## src/rtl/mem_boot_loader_pkg.sv

```systemverilog
// Shared definitions for the boot loader and the CPU top that embeds it.
// Holds the boot FSM state encoding and the default memory geometry.
package mem_boot_loader_pkg;

  localparam int unsigned ADDR_W_DEF = 5;
  localparam int unsigned DATA_W_DEF = 8;

  // Encoding is fixed: the CPU top decodes these values directly.
  typedef enum logic [2:0] {
    ST_IDLE = 3'd0,
    ST_LOAD = 3'd1,
    ST_VRD  = 3'd2,
    ST_VCHK = 3'd3,
    ST_RUN  = 3'd4,
    ST_FAIL = 3'd5
  } boot_state_t;

  // True while the boot sequencer is working on an image.
  function automatic logic state_is_boot_busy(boot_state_t s);
    return (s == ST_LOAD) || (s == ST_VRD) || (s == ST_VCHK);
  endfunction

endpackage

```

## src/rtl/mem_boot_loader_mux.sv

```systemverilog
// mem_port_mux: combinational owner-select for the single memory port.
//   state             : boot FSM state (selects the source)
//   ld_write/ld_addr/ld_data : loader write source (LOAD)
//   vrd_addr          : verify read address (VRD)
//   cpu_*             : CPU controller source (RUN only)
//   mem_*             : memory port; all zero when no source owns it
module mem_port_mux
  import mem_boot_loader_pkg::*;
#(
  parameter int unsigned ADDR_W = ADDR_W_DEF,
  parameter int unsigned DATA_W = DATA_W_DEF
) (
  input  boot_state_t       state,
  input  logic              ld_write,
  input  logic [ADDR_W-1:0] ld_addr,
  input  logic [DATA_W-1:0] ld_data,
  input  logic [ADDR_W-1:0] vrd_addr,
  input  logic              cpu_rd,
  input  logic              cpu_wr,
  input  logic [ADDR_W-1:0] cpu_addr,
  input  logic [DATA_W-1:0] cpu_wdata,
  output logic              mem_rd,
  output logic              mem_wr,
  output logic [ADDR_W-1:0] mem_addr,
  output logic [DATA_W-1:0] mem_wdata
);

  always_comb begin
    mem_rd    = 1'b0;
    mem_wr    = 1'b0;
    mem_addr  = '0;
    mem_wdata = '0;
    case (state)
      ST_LOAD: begin
        mem_wr    = ld_write;
        mem_addr  = ld_addr;
        mem_wdata = ld_data;
      end
      ST_VRD: begin
        mem_rd   = 1'b1;
        mem_addr = vrd_addr;
      end
      ST_RUN: begin
        mem_rd    = cpu_rd;
        mem_wr    = cpu_wr;
        mem_addr  = cpu_addr;
        mem_wdata = cpu_wdata;
      end
      default: ;
    endcase
  end

endmodule

```

## src/rtl/mem_boot_loader.sv

```systemverilog
// mem_boot_loader: boot sequencer owning the 32x8 memory port.
// Holds the CPU in reset, streams an image from the byte loader into memory,
// optionally reads it back against a running checksum, then releases the CPU
// and passes the memory port through to the CPU controller.
//   clk, rst (async, active-low)
//   ld_start, ld_valid, ld_data, ld_ready : image loader interface
//   cpu_rd, cpu_wr, cpu_addr, cpu_wdata   : CPU controller memory request
//   mem_rdata, mem_rd, mem_wr, mem_addr, mem_wdata : memory port
//   cpu_rst, busy, done, err, word_count  : status
//   state                                 : FSM state for debug/observation
//
// Loader handshake: a byte transfers on every rising clk edge where
// ld_valid && ld_ready. ld_valid may be raised/lowered freely; ld_ready is
// high for the whole LOAD state and low everywhere else.
module mem_boot_loader
  import mem_boot_loader_pkg::*;
#(
  parameter int unsigned ADDR_W     = ADDR_W_DEF,
  parameter int unsigned DATA_W     = DATA_W_DEF,
  parameter int unsigned LOAD_WORDS = 32,
  parameter bit          VERIFY     = 1'b1
) (
  input  logic              clk,
  input  logic              rst,
  input  logic              ld_start,
  input  logic              ld_valid,
  input  logic [DATA_W-1:0] ld_data,
  output logic              ld_ready,
  input  logic              cpu_rd,
  input  logic              cpu_wr,
  input  logic [ADDR_W-1:0] cpu_addr,
  input  logic [DATA_W-1:0] cpu_wdata,
  input  logic [DATA_W-1:0] mem_rdata,
  output logic              mem_rd,
  output logic              mem_wr,
  output logic [ADDR_W-1:0] mem_addr,
  output logic [DATA_W-1:0] mem_wdata,
  output logic              cpu_rst,
  output logic              busy,
  output logic              done,
  output logic              err,
  output logic [ADDR_W:0]   word_count,
  output boot_state_t       state
);

  localparam logic [ADDR_W:0]   LAST_WC = (ADDR_W+1)'(LOAD_WORDS - 1);
  localparam logic [ADDR_W-1:0] LAST_RD = ADDR_W'(LOAD_WORDS - 1);

  logic [DATA_W-1:0] checksum;
  logic [DATA_W-1:0] rsum;
  logic [DATA_W-1:0] rsum_next;
  logic [ADDR_W-1:0] rd_cnt;
  logic              ld_fire;

  assign ld_fire   = ld_valid & ld_ready;
  // Read data arrives one cycle after its strobe, so the sum trails the reads.
  assign rsum_next = rsum + mem_rdata;

  always_ff @(posedge clk or negedge rst) begin
    if (!rst) begin
      state      <= ST_IDLE;
      cpu_rst    <= 1'b1;
      ld_ready   <= 1'b0;
      busy       <= 1'b0;
      done       <= 1'b0;
      err        <= 1'b0;
      word_count <= '0;
      checksum   <= '0;
      rsum       <= '0;
      rd_cnt     <= '0;
    end else begin
      case (state)
        ST_IDLE, ST_RUN, ST_FAIL: begin
          if (ld_start) begin
            state      <= ST_LOAD;
            cpu_rst    <= 1'b1;
            ld_ready   <= 1'b1;
            busy       <= 1'b1;
            done       <= 1'b0;
            err        <= 1'b0;
            word_count <= '0;
            checksum   <= '0;
          end
        end
        ST_LOAD: begin
          if (ld_fire) begin
            word_count <= word_count + 1'b1;
            checksum   <= checksum + ld_data;
            if (word_count == LAST_WC) begin
              ld_ready <= 1'b0;
              if (VERIFY) begin
                state  <= ST_VRD;
                rd_cnt <= '0;
                rsum   <= '0;
              end else begin
                state   <= ST_RUN;
                busy    <= 1'b0;
                done    <= 1'b1;
                cpu_rst <= 1'b0;
              end
            end
          end
        end
        ST_VRD: begin
          // The first read has no data back yet.
          if (rd_cnt != '0) rsum <= rsum_next;
          if (rd_cnt == LAST_RD) state <= ST_VCHK;
          else rd_cnt <= rd_cnt + 1'b1;
        end
        ST_VCHK: begin
          rsum <= rsum_next;
          busy <= 1'b0;
          if (rsum_next == checksum) begin
            state   <= ST_RUN;
            done    <= 1'b1;
            cpu_rst <= 1'b0;
          end else begin
            state <= ST_FAIL;
            err   <= 1'b1;
          end
        end
        default: state <= ST_IDLE;
      endcase
    end
  end

  mem_port_mux #(
    .ADDR_W(ADDR_W),
    .DATA_W(DATA_W)
  ) u_mux (
    .state    (state),
    .ld_write (ld_fire),
    .ld_addr  (word_count[ADDR_W-1:0]),
    .ld_data  (ld_data),
    .vrd_addr (rd_cnt),
    .cpu_rd   (cpu_rd),
    .cpu_wr   (cpu_wr),
    .cpu_addr (cpu_addr),
    .cpu_wdata(cpu_wdata),
    .mem_rd   (mem_rd),
    .mem_wr   (mem_wr),
    .mem_addr (mem_addr),
    .mem_wdata(mem_wdata)
  );

endmodule
```

## config.mk

```make
export PLATFORM = sky130hd
export DESIGN_NAME = mem_boot_loader
export DESIGN_NICKNAME = d
export VERILOG_FILES = /design/src/rtl/mem_boot_loader_pkg.sv /design/src/rtl/mem_boot_loader_mux.sv /design/src/rtl/mem_boot_loader.sv
export SDC_FILE = /design/constraint.sdc
export NUM_CORES = 1
export LEC_CHECK = 0
export CAP_MARGIN = 20
export CORE_MARGIN = 2
export CORE_UTILIZATION = 40
export DETAILED_ROUTE_END_ITERATION = 8
export PLACE_DENSITY = 0.78
export SLEW_MARGIN = 25
export SYNTH_ARGS = -nofsm -noshare
export SYNTH_HDL_FRONTEND = slang
export SYNTH_HIERARCHICAL = 1
export SYNTH_SLANG_ARGS = --single-unit
```

## constraint.sdc

```tcl
create_clock -name clk -period 3.3 [get_ports clk]
set_input_delay 0.495 -clock clk [delete_from_list [all_inputs] [get_ports clk]]
set_output_delay 0.495 -clock clk [all_outputs]
set_load 0.005 [all_outputs]
```

-- Word level (Yosys, flattened, before mapping)
Cells that the tools add are included.
- mux-type cells: 36
- eq/ne operators: 16
- bitwise logic cells: 1
- $add $sub $neg: 4
- reductions and logical operators: 15
- operators by type and width (operator ; number):
    $mux 8 ; 5
    $pmux 8 s2 ; 2
    $pmux 8 s3 ; 1
    $add 8x8->8 ; 2
    $reduce_and 4->1 ; 4
    $mux 5 ; 3
    $pmux 5 s3 ; 1
    $ne 2x2->1 const B ; 7
    $pmux 1 s2 ; 7
    $mux 3 ; 4
    $mux 6 ; 2
    $pmux 3 s4 ; 1
    $pmux 6 s2 ; 1
    $pmux 5 s2 ; 1
    $reduce_and 3->1 ; 3
    $eq 8x8->1 ; 1
    $mux 1 ; 8
    $add 6x1->6 const B ; 1
    $eq 3x2->1 const B ; 2
    $eq 3x3->1 const B ; 2
    $eq 6x5->1 const B ; 1
    $reduce_bool 2->1 ; 3
    $add 5x1->5 const B ; 1
    $eq 5x5->1 const B ; 1
    8 further kinds ; 8
- input bits: 35
- flip-flop bits (word level): 35
- output and inout bits: 29
- word-level logic and storage cells: 82

-- Longest topological paths before layout
Gate-level depths: netlist of run 1.
- depth after elaboration: 4
- depth in mapped cells: 8
- gate-level depth less buffers: 8

-- By module
The synthesis of run 1 kept the hierarchy.
- modules (own cells, without submodules) (module ; cells each ; instances ; area each (µm²) ; sequential area each (µm²)):
    mem_boot_loader ; 243 ; 1 ; 2265.9 ; 877.1
    mem_port_mux ; 54 ; 1 ; 435.4 ; 0.0

-- Worst setup path after synthesis of run 1
No wires, ideal clock.
- kind: input-to-reg
- from: input port mem_rdata[0]
- to: register cpu_rst
- arrival time: 2688 ps
- path slack: 529 ps
- setup time: 83 ps
- required time: 3217 ps
- stages: 8
- path buffers: 0
- cells stage by stage: ha_1 fa_1 a21oi_1 o21ai_1 a21oi_1 xnor3_1 or4_4 o32a_1
- cells in the longest elaborated chain, start to end: 4
- ends and longest elaborated chain (what ; line ; text):
    start, declared ; mem_boot_loader.sv:33 ; input logic [DATA_W-1:0] mem_rdata,
    $add 8x8->8 ; mem_boot_loader.sv:57 ; assign rsum_next = rsum + mem_rdata;
    $eq 8x8->1 ; mem_boot_loader.sv:113 ; if (rsum_next == checksum) begin
    $ne 2x2->1 (no source line) ; n/a ;
    $reduce_and 3->1 (no source line) ; n/a ;
    end signal, assigned ; mem_boot_loader.sv:62 ; cpu_rst <= 1'b1;
    end signal, assigned ; mem_boot_loader.sv:76 ; cpu_rst <= 1'b1;
    end signal, assigned ; mem_boot_loader.sv:116 ; cpu_rst <= 1'b0;
    end, declared ; mem_boot_loader.sv:38 ; output logic cpu_rst,
Every way passes these cells.
A chain may end at the register's enable or synchronous reset.

-- Worst setup path after layout of run 1
Ends and elaborated chain as after synthesis.

==> results of run 1 <==
[sequential cells by signal (all words and copies together), names as in the netlist]
register and count:
checksum 8, rsum 8, word_count 6, rd_cnt 5, state 3, busy 1
cpu_rst 1, done 1, err 1, ld_ready 1
[routing by layer]
metal,vias to the layer above,global-route usage,part of all wire
met5,-,0,0
met4,0,0.06534,0.016
met3,9,0.03048,0.043
met2,54,0.2805,0.45
met1,1102,0.2394,0.49
li1,1202,-,-
[cell usage in the layout (no fill, tap or decap), drive strengths merged, types with 14 or more instances in the layout]
cell type,netlist,routed
clkdlybuf4s50,0,63
o21ai,27,27
nand2,25,25
a21oi,20,20
ha,18,18
dfrtp,34,34
nor2,20,20
nand3b,19,19
xnor2,14,14
[logic make-up (layout without fill, tap and decap cells)]
group,count (synthesis),count (layout),synth area share
multiplexers,2,2,0.008337
XOR/XNOR,26,26,0.09958
AO/OA/AOI/OAI,72,72,0.1658
AND/OR/NAND/NOR,114,114,0.2497
buffers and inverters,28,92,0.05373
flip-flops,35,35,0.3247
adder cells (fa/ha/maj),20,20,0.09820
[power by group through the flow]
stage	clock [mW]	sequential, mW	combinational, mW
finish	0.388	0.796	1.55
global route	0.407	0.830	1.72
CTS	0.390	0.798	1.56
detailed placement	0	0.805	1.55
floorplan	0	0.672	1.17
global placement	0	0.798	1.52
[worst max path at each step]
stage	from	end	depth (start not counted)
global route	mem_rdata[0]	cpu_rst	9
finish	mem_rdata[0]	cpu_rst	9
floorplan	mem_rdata[0]	cpu_rst	8
CTS	mem_rdata[0]	cpu_rst	9
global placement	mem_rdata[0]	cpu_rst	9
detailed placement	mem_rdata[0]	cpu_rst	9
[critical path: cells and delay by family]
kind                       cells  cell delay [ps]
AOI/OAI and AO/OA              4              860
adders and majority gates      2              640
and+or+nand+nor                1              570
buffers and inverters          1              400
xor gates and xnor gates       1              240
[stage by stage]
step	hold slack, ps	instance area (um^2)	utilization
after global routing	551.3	3498	0.5417
after global placement	483.4	3392	0.5252
after detailed placement	492.2	3392	0.5252
after floorplan	199.4	2701	-
after CTS	519.7	3498	0.5417
final	514.4	3498	0.5417
[synth_stat cells, types with 2 or more instances]
library cell	count
dfrtp_1	34
nand2b_1	4
a21oi_1	20
nor4bb_1	6
buf_2	2
and3_1	2
inv_1	13
buf_4	2
buf_6	4
nand3_1	13
xnor2_1	14
ha_1	18
clkbuf_1	7
mux2_2	2
or2_2	3
nand2_1	25
o21a_1	2
nor2b_1	2
a211o_1	5
a22o_1	2
or4b_2	2
o31ai_1	4
fa_1	2
o21ai_0	26
o21bai_1	3
nor2_1	20
xor2_1	9
and4bb_1	4
xnor3_1	3
nor3_1	5
nand4_1	3
nand3b_1	19
[layout make-up]
cell class | count | area share
Inverter | 13 | 0.01395
Tap cell | 77 | 0.02754
Sequential cell | 35 | 0.2507
Clock inverter | 1 | 0.008584
Timing Repair Buffer | 71 | 0.1974
Multi-Input combinational cell | 234 | 0.4800
Clock buffer | 7 | 0.02182
==> qor.yml, run 1 <==
clocking:
  cts_tree: "done"
  ctsHoldBuffers: 0
  htree_levels: 2
  cts_resized: 0
  cts_buffer_depth: 2
  clock-sinks: 35
  post_cts.repair.setup_buffers: 0
  clk_pin_slew_ps: 70
  ctsRootBufferMaster: "clkbuf_8"
  cts_made_buffers: 5
  clk_latency_ps: 300
hold_path:
  hp-start: "rsum[2]"
  whs_endpoint: "rsum[2]"
  hp-class: "reg2reg"
  holdPathStages: 1
power_and_ir_drop:
  p_clk_frac: 0.142
  p_switching_mw: 1.114
  p_comb_frac: 0.567
  total_power_mw: 2.736
  p_leak_nw: 1.521
  peakVddDrop_uv: 379.3
  switching_share: 0.4071
  seqPwrFrac: 0.291
  p_int_mw: 1.622
  p_per_area_nw_per_um2: 782.1
yosys:
  synth_area_um2: 2701
  yosys.area.top_type: "dfrtp_1"
  synth_edf_count: 0
  yosys.area.top_type_share: 0.3150
  yosysSeqAreaShare: 0.3247
  ys_warn_count: 6
  synthTopCellsByArea: "dfrtp_1, ha_1, nand3b_1"
  ys_ff_latch: 35
  yosys.cell_types.count: 49
  synth_cells: 297
  synth_fp_nets: 352
  synth-main-ff-cell: "dfrtp_1"
  avgSynthCellArea_um2: 9.095
  async_flop_share: 1.000
floorplanning:
  ios: 64
  initial_core_util: 0.4182
  die_h_um: 86.18
  dieArea_um2: 7427
  die_w_um: 86.18
  rows: 29
  coreArea_um2: 6459
setup_path:
  crit_path_end_kind: "register"
  path_cells: "clkdlybuf4s50_1 > ha_1 > fa_1 > a21oi_1 > o21ai_1 > a21oi_1 > xnor3_1 > or4_4 > o32a_1"
  arrival_ps: 3210
  r2r_setup_slack_ps: 550
  rr_worst_depth: 8
  r2r-end: "cpu_rst"
  cp.required_ps: 3520
  cpPeakStageDelay_ps: 570
  critPathSlowestCell: "or4_4"
  r2r-start: "rsum[0]"
  cp-start-kind: "input port"
  cpMostUsedCell: "a21oi_1"
  critPathMaxFanout: 4
  critical_path_class: "in2reg"
run:
  maxCapViolations: 0
timing:
  slew_headroom: 0.3396
  setup_slack_ps: 303.9
  tightest_slew_ps: 990.6
  fin_skew_ps: 10.97
  clock.fmax_mhz: 333.8
  fin_crit_sh: 0.9079
  fin_tns_setup_ps: 0
  slew_violations: 0
  layout_min_cycle_time_ps: 2996
  rsz0062_at_grt: "false"
  setup-violations-final: 0
  finalHoldViolations: 0
run_status:
  status: "complete, no violations"
final_layout:
  stdcell_count: 438
  nFillCells: 583
  multi_input_area_um2: 1679
  drive_above_1_share: 0.07479
  area_growth_pct: 29.50
  seqCellArea_um2: 877.1
  nets: 415
  n_antenna_cell: 0
global_route:
  track_usage: 0.1755
  grt_pass1_wl_mm: 10.56
  grt_pass1_vias: 2325
  gr-total-overflow: 0
  grt_antenna_before_repair: 0
  grt_start_max_net_pins: 36
route:
  drt-wirelength-per-cell_um: 14.61
  vias: 2367
  drtPass1Iterations: 4
  vias_per_cell: 5.404
  drtIter0Drc: 79
  ant_nets: 0
  wl_mm: 6.401
  drc: 0
place:
  dp_hpwl_mm: 4.735
  dp_slack_ps: 3.290
  dpl.cell_count: 430
  port-buffer-count: 63
  gp_congestion: 0.8108
No activity file was read; power rests on OpenSTA's default activity.
==> run 2, diff against run 1 <==
CTS_BUF_LIST = sky130_fd_sc_hd__clkbuf_4 sky130_fd_sc_hd__clkbuf_8   (was not set)
==> run 2 against run 1 <==
  * Sequential power is essentially flat
  * Final area grew 0.21%
  * Clock power grew 4%
  * Via count up 0.51%
  * Critical path depth stayed put
  * Worst setup slack hardly changed
  * Clock-buffer cell count unchanged
  * Global-route usage did not move
  * Power up 0.57%
  * Cell count did not move
  * Critical path type unchanged
  * First-iteration DRC count shrank 13%
==> qor.yml, run 2 (synthesized netlist as in run 1, its figures left out) <==
timing:
  finalHoldViolations: 0  # unchanged
  setup-violations-final: 0  # unchanged
  whs_ps: 514.4  # unchanged
  clock.fmax_mhz: 333.7  # about the same
  layout_min_cycle_time_ps: 2996  # +0.3210 ps
  slew_headroom: 0.3396  # about the same
  tightest_slew_ps: 990.6  # +0.06825 ps
  rsz0062_at_grt: "false"
  fin_crit_sh: 0.9080  # about the same
  slew_violations: 0  # unchanged
  fin_tns_setup_ps: 0  # unchanged
  fin_skew_ps: 9.587  # -1.384 ps
global_route:
  grt_pass1_wl_mm: 10.56  # unchanged
  grt_pass1_vias: 2325  # unchanged
  track_usage: 0.1755  # unchanged
  grt_start_max_net_pins: 36  # unchanged
  grt_antenna_before_repair: 0  # unchanged
  gr-total-overflow: 0  # unchanged
clocking:
  clk_latency_ps: 300  # about the same
  ctsRootBufferMaster: "clkbuf_8"
  cts_buffer_depth: 2  # unchanged
  cts_made_buffers: 5  # unchanged
  cts_tree: "done"
  cts_resized: 0  # unchanged
  htree_levels: 2  # unchanged
  clk_pin_slew_ps: 70  # about the same
  ctsHoldBuffers: 0  # unchanged
  post_cts.repair.setup_buffers: 0  # unchanged
  clock-sinks: 35  # unchanged
final_layout:
  nFillCells: 580  # -0.51%
  stdcell_count: 438  # unchanged
  final_util: 0.5428  # +0.001162
  n_antenna_cell: 0  # unchanged
  mostFrequentLayoutCells: "clkdlybuf4s50_1, dfrtp_1, o21ai_0"
  nets: 415  # unchanged
  seqCellArea_um2: 877.1  # unchanged
  drive_above_1_share: 0.08033  # +0.005540
  multi_input_area_um2: 1679  # unchanged
  top_regs: "checksum: 8 flops, rsum: 8 flops, word_count: 6 flops"
  final_common_cell: "clkdlybuf4s50_1"
  area_growth_pct: 29.78
floorplanning:
  die_w_um: 86.18  # unchanged
  die_h_um: 86.18  # unchanged
  dieArea_um2: 7427  # unchanged
  ios: 64  # unchanged
  initial_core_util: 0.4182  # unchanged
  rows: 29  # unchanged
  coreArea_um2: 6459  # unchanged
route:
  drc: 0  # unchanged
  drt-wirelength-per-cell_um: 14.65  # +0.27%
  ant_nets: 0  # unchanged
  wl_mm: 6.418  # +0.27%
  drtIter0Drc: 69  # -13%
  drtPass1Iterations: 5  # +1
  vias_per_cell: 5.432  # +0.51%
  vias: 2379  # +0.51%
setup_path:
  arrival_ps: 3210  # about the same
  critical_path_class: "in2reg"
  cp.required_ps: 3520  # about the same
  path_cells: "clkdlybuf4s50_1 > ha_1 > fa_1 > a21oi_1 > o21ai_1 > a21oi_1 > xnor3_1 > or4_4 > o32a_1"
  cpPeakStageDelay_ps: 570  # about the same
  cp-start-kind: "input port"
  critPathSlowestCell: "or4_4"
  cpMostUsedCell: "a21oi_1"
  critPathMaxFanout: 4  # unchanged
  crit_path_end_kind: "register"
power_and_ir_drop:
  p_per_area_nw_per_um2: 785.0  # +0.36%
  total_power_mw: 2.752  # +0.57%
  peakVddDrop_uv: 379.1  # about the same
  p_leak_nw: 1.528  # +0.45%
hold_path:
  hp-class: "reg2reg"
run:
  maxCapViolations: 0  # unchanged
place:
  port-buffer-count: 63  # unchanged
  gp_congestion: 0.8108  # unchanged
  dpl.cell_count: 430  # unchanged
  dp_hpwl_mm: 4.735  # unchanged
run_status:
  status: "complete, no violations"
-- run 2: cell counts in the layout (fill, tap and decap cells not counted) --
No cell type changed its count.
-- run 2: report_power, final --
part           switching [mW]  total, mW  internal [mW]
sequential              0.246      0.797          0.551
clock                   0.160      0.403          0.243
combinational           0.707       1.55          0.845
total                    1.11       2.75           1.64
-- run 2: final timing paths --
kind	startpoint	endpoint	slack (ps)	depth (start not counted)
setup reg to reg	rsum[0]	cpu_rst	550	8
hold reg to reg	rsum[2]	rsum[2]	510	1
min in group asynchronous	rst	word_count[4]	600	2
max in group asynchronous	rst	cpu_rst	2350	2
hold / removal	rsum[2]	rsum[2]	510	1
setup / recovery	mem_rdata[0]	cpu_rst	300	9
-- run 2: area by class of cell --
cell class	count	share of cell area
clock buffer	7	0.02391
sequential	35	0.2502
timing repair buffer	71	0.1970
inverter	13	0.01392
tap	77	0.02748
clock inverter	1	0.008565
multi-input combinational	234	0.4789
-- run 2: layer usage --
metal | up-vias | part of all wire | global-route usage
met1 | 1097 | 0.49 | 0.2394
met2 | 67 | 0.44 | 0.2805
met4 | 0 | 0.019 | 0.06534
met5 | - | 0 | 0
met3 | 13 | 0.049 | 0.03048
li1 | 1202 | - | -
-- run 2: through the flow --
stage | cell area [um^2] | setup WS (ps)
3_3_place_gp | 3392 | 58.63
3_5_place_dp | 3392 | 3.290
2_1_floorplan | 2701 | 528.7
6_report | 3506 | 303.5
4_1_cts | 3506 | 300.3
5_1_grt | 3506 | 159.2
-- run 2: worst max-delay path: cells and delay by family --
family | cells | cell delay, ps
compound gates | 4 | 860
buf+inv | 1 | 400
xor+xnor | 1 | 240
simple gates | 1 | 570
fa+ha+maj | 2 | 640
==> run 3, diff against run 2 <==
REMOVE_ABC_BUFFERS = 1   (was not set)
==> run 3 against run 2 <==
  * Routed wire length increased by 6.5%
  * Largest cell class unchanged
  * Final area decreased by 0.71%
  * Sequential power decreased by 3.1%
  * Critical path depth unchanged
  * Clock power decreased by 21%
  * Critical path type unchanged
  * Combinational power increased by 4%
  * Cell count unchanged
  * Largest power group unchanged
==> qor.yml, run 3 (synthesized netlist as in run 1, its figures left out) <==
clocking:
  clk_pin_slew_ps: 70  # about the same
  htree_levels: 2  # unchanged
  cts_resized: 0  # unchanged
  ctsRootBufferMaster: "clkbuf_8"
  ctsHoldBuffers: 0  # unchanged
  cts_buffer_depth: 2  # unchanged
  clk_latency_ps: 290  # about the same
  cts_tree: "done"
  post_cts.repair.setup_buffers: 0  # unchanged
  clock-sinks: 35  # unchanged
  cts_made_buffers: 5  # unchanged
global_route:
  grt_pass1_wl_mm: 11.65  # +10%
  gr-total-overflow: 0  # unchanged
  track_usage: 0.1944  # +0.01893
  grt_antenna_before_repair: 0  # unchanged
  grt_start_max_net_pins: 36  # unchanged
  grt_pass1_vias: 2490  # +7.1%
floorplanning:
  dieArea_um2: 7427  # unchanged
  initial_core_util: 0.4182  # unchanged
  coreArea_um2: 6459  # unchanged
  die_h_um: 86.18  # unchanged
  rows: 29  # unchanged
  ios: 64  # unchanged
  die_w_um: 86.18  # unchanged
timing:
  fin_skew_ps: 5.292  # -4.295 ps
  setup-violations-final: 0  # unchanged
  whs_ps: 482.1  # -32.22 ps
  layout_min_cycle_time_ps: 3119  # +122.3 ps
  fin_crit_sh: 0.9451  # +0.03706
  finalHoldViolations: 0  # unchanged
  slew_violations: 0  # unchanged
  rsz0062_at_grt: "false"
  slew_headroom: 0.3644  # +0.02481
  setup_slack_ps: 181.2  # -122.3 ps
  clock.fmax_mhz: 320.6  # -3.9%
  tightest_slew_ps: 953.4  # -37.21 ps
route:
  drtPass1Iterations: 4  # -1
  top_layer_used: "met4"
  vias_per_cell: 5.555  # +2.3%
  vias: 2433  # +2.3%
  met1_length_mm: 3.095  # -1.6%
  drtIter0Drc: 98  # +42%
  ant_nets: 0  # unchanged
  wl_mm: 6.833  # +6.5%
  drt-wirelength-per-cell_um: 15.60  # +6.5%
  drc: 0  # unchanged
  wl_met3_um: 264  # -16%
  wl_met2_mm: 3.345  # +18%
final_layout:
  mostFrequentLayoutCells: "clkdlybuf4s50_1, dfrtp_1, o21ai_0"
  nFillCells: 584  # +0.69%
  nets: 415  # unchanged
  area_growth_pct: 28.86
  final_util: 0.5389  # -0.003875
  drive_above_1_share: 0.08033  # unchanged
  n_antenna_cell: 0  # unchanged
  final_common_cell: "clkdlybuf4s50_1"
  top_regs: "checksum: 8 flops, rsum: 8 flops, word_count: 6 flops"
run_status:
  status: "complete, no violations"
power_and_ir_drop:
  p_leak_nw: 1.518  # -0.66%
  p_per_area_nw_per_um2: 776.8  # -1.0%
  total_power_mw: 2.704  # -1.7%
  peakVddDrop_uv: 300.6  # -21%
setup_path:
  cp.required_ps: 3510  # about the same
  critPathMaxFanout: 4  # unchanged
  r2r_setup_slack_ps: 430  # -120 ps
  arrival_ps: 3330  # +120 ps
  crit_path_end_kind: "register"
  cp-start-kind: "input port"
  critical_path_class: "in2reg"
place:
  gp_congestion: 0.8625  # +6.4%
  port-buffer-count: 63  # unchanged
  dp_slack_ps: -63.60  # -66.89 ps
  dp_hpwl_mm: 5.112  # +8.0%
hold_path:
  hp-class: "reg2reg"
run:
  maxCapViolations: 0  # unchanged
run 3: metal layers:
layer	vias to the layer above	track usage
met2	62	0.3326
met5	-	0
met4	0	0.05824
met3	13	0.03238
li1	1195	-
met1	1163	0.2536
run 3: report_power, final:
group,total [mW],internal [mW],switching [mW]
clock,0.319,0.165,0.154
sequential,0.772,0.552,0.221
combinational,1.61,0.845,0.768
run 3: metrics by stage:
stage	cell area [um^2]	instances	setup TNS [ps]
4_1_cts	3481	438	0
5_1_grt	3481	438	0
3_5_place_dp	3392	430	-63.60
3_3_place_gp	3392	430	0
2_1_floorplan	2605	282	0
6_report	3481	438	0
run 3: final cells by class:
class                      count  area (um^2)  area share
tap                           77        96.34     0.02768
clock buffer                   7        83.83     0.02408
clock inverter                 1        5.005    0.001438
timing repair buffer          71        690.7      0.1984
inverter                      13        48.80     0.01402
multi-input combinational    234         1679      0.4824
sequential                    35        877.1      0.2520
run 3: final timing paths:
check	startpoint	to	cells after the start
worst max register to register	rsum[0]	cpu_rst	8
worst max-delay path	mem_rdata[0]	cpu_rst	9
min in group asynchronous	rst	rd_cnt[0]	2
max in group asynchronous	rst	cpu_rst	2
worst min register to register	busy	busy	2
worst min-delay path	busy	busy	2
run 3: worst max-delay path, cell delays in order:
cell and delay (ps):
clkdlybuf4s50_1 400, ha_1 230, fa_1 420, a21oi_1 260
o21ai_1 110, a21oi_1 240, xnor3_1 250, or4_4 570
o32a_1 350
